`src/rtl/ysyx_23060096_imm_stage_if.sv`:
```
// Handshake bundle for ysyx_23060096_imm_stage: input beat, output FIFO head and flush.
// out_target exists only when YSYX_23060096_IMM_TARGET_EN is defined.
interface ysyx_23060096_imm_stage_if #(
  parameter int XLEN = 32
);
  logic            flush;
  logic            in_valid;
  logic            in_ready;
  logic [31:0]     in_inst;
  logic [XLEN-1:0] in_pc;
  logic [2:0]      in_extop;
  logic            out_valid;
  logic            out_ready;
  logic [XLEN-1:0] out_imm;
  logic            out_illegal;
`ifdef YSYX_23060096_IMM_TARGET_EN
  logic [XLEN-1:0] out_target;

  modport master (
    output flush, in_valid, in_inst, in_pc, in_extop, out_ready,
    input  in_ready, out_valid, out_imm, out_illegal, out_target
  );

  modport slave (
    input  flush, in_valid, in_inst, in_pc, in_extop, out_ready,
    output in_ready, out_valid, out_imm, out_illegal, out_target
  );
`else
  modport master (
    output flush, in_valid, in_inst, in_pc, in_extop, out_ready,
    input  in_ready, out_valid, out_imm, out_illegal
  );

  modport slave (
    input  flush, in_valid, in_inst, in_pc, in_extop, out_ready,
    output in_ready, out_valid, out_imm, out_illegal
  );
`endif
endinterface

```
`src/rtl/ysyx_23060096_imm_stage.sv`:
```
// Buffered RISC-V immediate generator with a 1- or 2-entry output FIFO.
// Optional branch/jump target (in_pc + imm) per entry under YSYX_23060096_IMM_TARGET_EN.
module ysyx_23060096_imm_stage #(
  parameter int XLEN  = 32,
  parameter int DEPTH = 2
) (
  input logic                     clk,
  input logic                     rstn,
  ysyx_23060096_imm_stage_if.slave bus
);

  if (XLEN != 32 && XLEN != 64) begin : gBadXlen
    $error("ysyx_23060096_imm_stage: XLEN must be 32 or 64");
  end
  if (DEPTH != 1 && DEPTH != 2) begin : gBadDepth
    $error("ysyx_23060096_imm_stage: DEPTH must be 1 or 2");
  end

  localparam logic [0:0] lastIdx   = 1'(DEPTH - 1);
  localparam logic [1:0] depthCount = 2'(DEPTH);

  logic [1:0]      count;
  logic [0:0]      wrPtr;
  logic [0:0]      rdPtr;
  logic            outValid;
  logic            inReady;
  logic            push;
  logic            pop;

  logic [XLEN-1:0] immMem [DEPTH];
  logic            illMem [DEPTH];
  logic [XLEN-1:0] immNext;
  logic            illNext;

  logic signed [11:0] iField;
  logic signed [11:0] sField;
  logic signed [12:0] bField;
  logic signed [20:0] jField;
  logic signed [31:0] uField;

  assign iField = bus.in_inst[31:20];
  assign sField = {bus.in_inst[31:25], bus.in_inst[11:7]};
  assign bField = {bus.in_inst[31], bus.in_inst[7], bus.in_inst[30:25], bus.in_inst[11:8], 1'b0};
  assign jField = {bus.in_inst[31], bus.in_inst[19:12], bus.in_inst[20], bus.in_inst[30:21], 1'b0};
  assign uField = {bus.in_inst[31:12], 12'b0};

  // Sized casts of the signed fields sign-extend; Z and SH are unsigned and zero-extend.
  always_comb begin
    immNext = '0;
    illNext = 1'b0;
    case (bus.in_extop)
      3'b000:  immNext = XLEN'(iField);
      3'b001:  immNext = XLEN'(uField);
      3'b010:  immNext = XLEN'(sField);
      3'b011:  immNext = XLEN'(bField);
      3'b100:  immNext = XLEN'(jField);
      3'b101:  immNext = XLEN'(bus.in_inst[19:15]);
      3'b110:  immNext = (XLEN == 64) ? XLEN'(bus.in_inst[25:20]) : XLEN'(bus.in_inst[24:20]);
      default: begin
        immNext = '0;
        illNext = 1'b1;
      end
    endcase
  end

  assign outValid = (count != 2'd0);
  assign inReady  = (count < depthCount);
  assign push     = bus.in_valid && inReady && !bus.flush;
  assign pop      = outValid && bus.out_ready && !bus.flush;

  always_ff @(posedge clk or negedge rstn) begin
    if (!rstn) begin
      count <= 2'd0;
      wrPtr <= 1'b0;
      rdPtr <= 1'b0;
    end else if (bus.flush) begin
      count <= 2'd0;
      wrPtr <= 1'b0;
      rdPtr <= 1'b0;
    end else begin
      if (push) wrPtr <= (wrPtr == lastIdx) ? 1'b0 : wrPtr + 1'b1;
      if (pop)  rdPtr <= (rdPtr == lastIdx) ? 1'b0 : rdPtr + 1'b1;
      case ({push, pop})
        2'b10:   count <= count + 2'd1;
        2'b01:   count <= count - 2'd1;
        default: count <= count;
      endcase
    end
  end

  // Payload is don't-care while its slot is invalid, so it carries no reset.
  always_ff @(posedge clk) begin
    if (push) begin
      immMem[wrPtr] <= immNext;
      illMem[wrPtr] <= illNext;
    end
  end

  assign bus.in_ready    = inReady;
  assign bus.out_valid   = outValid;
  assign bus.out_imm     = outValid ? immMem[rdPtr] : '0;
  assign bus.out_illegal = outValid ? illMem[rdPtr] : 1'b0;

`ifdef YSYX_23060096_IMM_TARGET_EN
  logic [XLEN-1:0] tgtMem [DEPTH];
  logic [XLEN-1:0] tgtNext;

  assign tgtNext = bus.in_pc + immNext;

  always_ff @(posedge clk) begin
    if (push) tgtMem[wrPtr] <= tgtNext;
  end

  assign bus.out_target = outValid ? tgtMem[rdPtr] : '0;
`else
  logic unusedPc;
  assign unusedPc = ^bus.in_pc;
`endif

  logic unusedOpcode;
  assign unusedOpcode = ^bus.in_inst[6:0];

endmodule

```
`src/flat_wrapper.sv`:
```
// flat-port wrapper written by rule: the top's interface ports become plain ports
module ysyx_23060096_imm_stage_flat 
#(
  parameter int XLEN  = 32,
  parameter int DEPTH = 2
)
  (clk, rstn, bus_flush, bus_in_valid, bus_in_inst, bus_in_pc, bus_in_extop, bus_out_ready, bus_in_ready, bus_out_valid, bus_out_imm, bus_out_illegal);
  ysyx_23060096_imm_stage_if #(.XLEN(XLEN)) bus_i ();
  input logic clk;
  input logic rstn;
  input wire logic [$bits(bus_i.flush)-1:0] bus_flush;
  input wire logic [$bits(bus_i.in_valid)-1:0] bus_in_valid;
  input wire logic [$bits(bus_i.in_inst)-1:0] bus_in_inst;
  input wire logic [$bits(bus_i.in_pc)-1:0] bus_in_pc;
  input wire logic [$bits(bus_i.in_extop)-1:0] bus_in_extop;
  input wire logic [$bits(bus_i.out_ready)-1:0] bus_out_ready;
  output wire logic [$bits(bus_i.in_ready)-1:0] bus_in_ready;
  output wire logic [$bits(bus_i.out_valid)-1:0] bus_out_valid;
  output wire logic [$bits(bus_i.out_imm)-1:0] bus_out_imm;
  output wire logic [$bits(bus_i.out_illegal)-1:0] bus_out_illegal;
  assign bus_i.flush = bus_flush;
  assign bus_i.in_valid = bus_in_valid;
  assign bus_i.in_inst = bus_in_inst;
  assign bus_i.in_pc = bus_in_pc;
  assign bus_i.in_extop = bus_in_extop;
  assign bus_i.out_ready = bus_out_ready;
  assign bus_in_ready = bus_i.in_ready;
  assign bus_out_valid = bus_i.out_valid;
  assign bus_out_imm = bus_i.out_imm;
  assign bus_out_illegal = bus_i.out_illegal;
  ysyx_23060096_imm_stage #(.XLEN(XLEN), .DEPTH(DEPTH)) u_core (.clk(clk), .rstn(rstn), .bus(bus_i));
endmodule
```
`config.mk`:
```
export PLATFORM = sky130hd
export DESIGN_NAME = ysyx_23060096_imm_stage_flat
export DESIGN_NICKNAME = d
export VERILOG_FILES = /design/src/rtl/ysyx_23060096_imm_stage_if.sv /design/src/rtl/ysyx_23060096_imm_stage.sv /design/src/flat_wrapper.sv
export SDC_FILE = /design/constraint.sdc
export NUM_CORES = 1
export LEC_CHECK = 0
export CAP_MARGIN = 20
export CELL_PAD_IN_SITES_DETAIL_PLACEMENT = 0
export CELL_PAD_IN_SITES_GLOBAL_PLACEMENT = 1
export CORE_ASPECT_RATIO = 1.75
export CORE_MARGIN = 10
export CORE_UTILIZATION = 39
export DETAILED_ROUTE_END_ITERATION = 16
export GPL_TIMING_DRIVEN = 0
export HOLD_SLACK_MARGIN = 0.03
export PLACE_DENSITY_LB_ADDON = 0.1
export SLEW_MARGIN = 20
export SYNTH_ARGS = -nofsm -noshare
export SYNTH_HDL_FRONTEND = slang
export SYNTH_SLANG_ARGS = --single-unit
```
`constraint.sdc`:
```
create_clock -name clk -period 7.85 [get_ports clk]
set_input_delay 0.785 -clock clk [delete_from_list [all_inputs] [get_ports clk]]
set_output_delay 0.785 -clock clk [all_outputs]
set_load 0.05 [all_outputs]
```
After elaboration in Yosys (flattened, before gate mapping)
Memories as Yosys holds them, arrays and structs flattened.
Index checks and enable logic that the tools add are counted.

word-level totals
  flip-flop bits (word level) = 4
  memories = 2
  output and inout bits = 35
  input bits = 72
  bits in writable memories = 66

memories
  name           words  bits a word  read ports  clocked after memory_dff  wr ports  RTL line                       RTL
  u_core.immMem  2      32           1           0                         1         ysyx_23060096_imm_stage.sv:30  logic [XLEN-1:0] immMem [DEPTH];
  u_core.illMem  2      1            1           0                         1         ysyx_23060096_imm_stage.sv:31  logic illMem [DEPTH];

operators by class
  mux-type cells = 14
  equal/unequal tests = 8
  reduce and logical (&&, ||, !) cells = 11
  add/subtract/negate cells = 4
  order comparisons = 1

operators with widths
  kind                 count
  $pmux 32 s7          1
  $mux 32              1
  $mux 1               10
  $eq 3x3->1 const B   3
  $reduce_or 7->1      1
  $eq 3x2->1 const B   2
  $reduce_bool 2->1    3
  $logic_and 1x1->1    4
  $pmux 2 s2           1
  $eq 3x1->1 const B   1
  $logic_not 3->1      1
  $reduce_bool 3->1    1
  $add 1x1->1 const B  2
  $add 2x1->2 const B  1
  $eq 2x1->1 const B   1
  $eq 2x2->1 const B   1
  $lt 2x2->1 const B   1
  $mux 2               1
  $sub 2x1->2 const B  1
  $logic_not 1->1      1

Longest topological paths before layout
  depth in word-level cells = 6
  gate-level depth with buffers = 5
  depth with buffers taken out = 3

Worst setup path before layout
Ideal clock, no wire load.

  path kind = in2reg
  from = in bus_in_valid
  to = mem u_core.illMem[1], enable pin
  setup slack = 4.002 ns
  arrival = 3.377 ns
  stages on the path = 2
  path buffers = 0
  setup time = 0.471 ns
  cell sequence = nand2b_1 -> nor3b_1

on the way
  cells in the longest elaborated chain, start to end = 4

RTL lines
  what                            RTL line                       RTL
  start: declaration              flat_wrapper.sv:12             input wire logic [$bits(bus_i.in_valid)-1:0] bus_in_valid;
  $logic_and 1x1->1 (2 in a row)  ysyx_23060096_imm_stage.sv:68  assign push = bus.in_valid && inReady && !bus.flush;
  $mux 1                          ysyx_23060096_imm_stage.sv:93  if (push) begin
  $mux 1 (not written as such)    ysyx_23060096_imm_stage.sv:95  illMem[wrPtr] <= illNext;
  end: declaration                ysyx_23060096_imm_stage.sv:31

No other way between the ends.

Worst setup path after layout
  from = reg u_core.count[1]
  to = out bus_out_imm[16]

on the way
  cells in the longest elaborated chain, start to end = 2

RTL lines
  what                      RTL line                        RTL
  start: declaration        ysyx_23060096_imm_stage.sv:22   logic [1:0] count;
  start signal: assignment  ysyx_23060096_imm_stage.sv:84   2'b10: count <= count + 2'd1;
  start signal: assignment  ysyx_23060096_imm_stage.sv:85   2'b01: count <= count - 2'd1;
  start signal: assignment  ysyx_23060096_imm_stage.sv:86   default: count <= count;
  $reduce_bool 2->1         ysyx_23060096_imm_stage.sv:66   assign outValid = (count != 2'd0);
  $mux 32                   ysyx_23060096_imm_stage.sv:101  assign bus.out_imm = outValid ? immMem[rdPtr] : '0;
  end: declaration          flat_wrapper.sv:19              output wire logic [$bits(bus_i.out_imm)-1:0] bus_out_imm;

No other way between the ends.

==> impl_metrics.ini <==
[timing]
finalSetupViolCount = 0
finalCriticalPeriod_ns = 3.16
setup-tns-final_ns = 0
rsz0062_at_grt = no
fmax_mhz = 317
worstMarginPinSlew_ns = 0.873
finalCritPeriodShare = 0.402
slew_violations = 0
hold_viol = 0
relSlewSlack = 0.416
fin_skew_ns = 0.00607
layout_setup_ws_ns = 4.69

[critical_path]
critPathKind = flop to output port
worstPathRequired_ns = 7.07
arrival_ns = 2.37
worstPathMaxFanout = 10
worstSetupStartpointType = flop
endpoint_kind = output port

[final_layout]
final_common_cell = edfxtp_1
seq_area_sq_um = 2080
drive_gt1_frac = 0.132
area_growth_pct = 34.4
multiInputGateArea_sq_um = 1060
final_util = 0.533
n_fill_cell = 733
layout_common_cells = 66 x edfxtp_1, 65 x clkdlybuf4s50_1, 41 x mux2i_1, 37 x nor2_1, 13 x o21ai_0
nNetsFinal = 393
num_antenna_cells = 0

[placed_design]
place_congestion = 0.786
place_ws_ns = 4.96
io_buffer_count = 65
dp_hpwl_um = 5510

[route]
detail-route-antenna-nets = 0
dr_total_vias = 2105
wl_per_cell_um = 17.1
wirelength_um = 7150
drc = 0
drt-initial-drc-count = 97
via_per_inst = 5.04
firstDrtPassIters = 4

[grt]
grt_first_pass_wirelength_um = 11000
grt_max_degree = 13
antenna_found_initial = 0
track_usage = 0.118
first_global_vias = 2095
grt.overflow.total = 0

[yosys]
seq_area_frac_synth = 0.640
synth-edff-count = 66
syn_area_sq_um = 3250
ys.flop_type = edfxtp_1
synthesis.nets = 311
async_reset_ff_frac = 0.0571
ys_types = 32
avgSynthCellArea_sq_um = 13.6
ys_ff_latch = 70
netlist_instances = 239
ys_warn_count = 0

[clock_network]
htreeDepth = 3
cts_tree = built
path_clk_slew_ns = 0.05
hold_buffers = 0
numCtsBuffers = 9
cts_buffer_depth = 2
cts_setup_buffers = 0
root_buffer = clkbuf_16
ctsResizeCount = 0
clock_sinks = 70
clk_latency_ns = 0.33

[die]
rows = 44
core_sq_um = 8200
initial_core_util = 0.397
die_y_um = 141
die_w_um = 89.0
io_pins = 107
die_area_sq_um = 12500

[run]
max_cap_violations = 0

[outcome]
status = finished, final reports clean

[power_and_ir_drop]
p_leak_nw = 1.59
powerDensity_nw_per_um2 = 227
finalPower_uw = 992
vdd_drop_max_v = 0.000125

[worst_hold_path]
min_path_type = flop to flop
report_power, final:
part / leakage, nW / total (mW) / switching (mW) / internal [mW]
Clock: 0.134 / 0.387 / 0.143 / 0.244
Combinational: 0.787 / 0.170 / 0.102 / 0.0679
Sequential: 0.669 / 0.435 / 0.00421 / 0.431
Total: 1.59 / 0.992 / 0.250 / 0.743
path summary, 6_finish.rpt:
path / cells past startpoint / from / slack, ns / end
min in group asynchronous: 1 / rstn / 0.66 / u_core.wrPtr
max reg2reg: 4 / u_core.count[1] / 5.80 / u_core.immMem[0][20]
min: 2 / u_core.wrPtr / 0.57 / u_core.wrPtr
max: 4 / u_core.count[1] / 4.69 / bus_out_imm[16]
max in group asynchronous: 1 / rstn / 7.01 / u_core.rdPtr
min reg2reg: 2 / u_core.wrPtr / 0.57 / u_core.wrPtr
layout make-up:
cell class / instances / area share
Inverter: 3 / 0.00258
Clock buffer: 10 / 0.0524
Multi-Input combinational cell: 151 / 0.241
Sequential cell: 70 / 0.476
Buffer: 15 / 0.0260
Clock inverter: 6 / 0.0143
Tap cell: 92 / 0.0263
Timing Repair Buffer: 71 / 0.161
worst max-delay path, cell delays in order (launching register included):
cell and delay, ns:
dfrtp_1 0.42, nor2_1 0.45, buf_2 0.36, nor2_1 0.09, clkdlybuf4s50_1 0.72
metal layers:
| layer | global-route usage | vias up | share of wire |
|---|---|---|---|
| met5 | 0 | - | 0 |
| met4 | 0.0572 | 0 | 0.019 |
| met3 | 0.0479 | 9 | 0.072 |
| met2 | 0.200 | 62 | 0.53 |
| met1 | 0.122 | 994 | 0.38 |
| li1 | - | 1040 | - |
synthesized netlist by cell type (2+ instances only):
master	n	area, sq um
and2_1	8	50.1
a21oi_1	3	15.0
nand2_1	10	37.5
a21o_1	11	82.6
mux2_2	2	22.5
buf_4	5	37.5
nor3b_1	2	15.0
dfrtp_1	4	100
edfxtp_1	66	1980
buf_6	3	33.8
inv_1	3	11.3
o21ai_0	13	65.1
a221o_1	4	40.0
nor2_1	37	139
nor2b_1	2	12.5
nand2b_1	2	12.5
and3_1	4	25.0
mux2i_1	41	410
clkbuf_1	2	7.51
buf_2	4	20.0
xor2_1	2	17.5
state kept, by name, summed over array words and instances, names as in the netlist:
| signal | cells |
|---|---|
| u_core.wrPtr | 1 |
| u_core.rdPtr | 1 |
| u_core.immMem | 64 |
| u_core.count | 2 |
| u_core.illMem | 2 |
stage by stage:
step / hold slack [ns] / cells / cell area (sq um)
4_1_cts: 0.585 / 418 / 4370
3_3_place_gp: 0.541 / 396 / 4020
2_1_floorplan: 0.489 / 239 / 3250
6_report: 0.574 / 418 / 4370
3_5_place_dp: 0.569 / 402 / 4080
5_1_grt: 0.621 / 418 / 4370
cell families (layout without fill, tap and decap cells):
| kind of cell | Yosys count | count (layout) | synth area share |
|---|---|---|---|
| DFF | 70 | 70 | 0.640 |
| buffers and inverters | 18 | 105 | 0.0385 |
| muxes | 44 | 44 | 0.140 |
| and+or+nand+nor | 73 | 73 | 0.111 |
| xor gates and xnor gates | 2 | 2 | 0.00539 |
| AOI/OAI and AO/OA | 32 | 32 | 0.0650 |
Note: power is estimated with default switching activity, not from simulation.
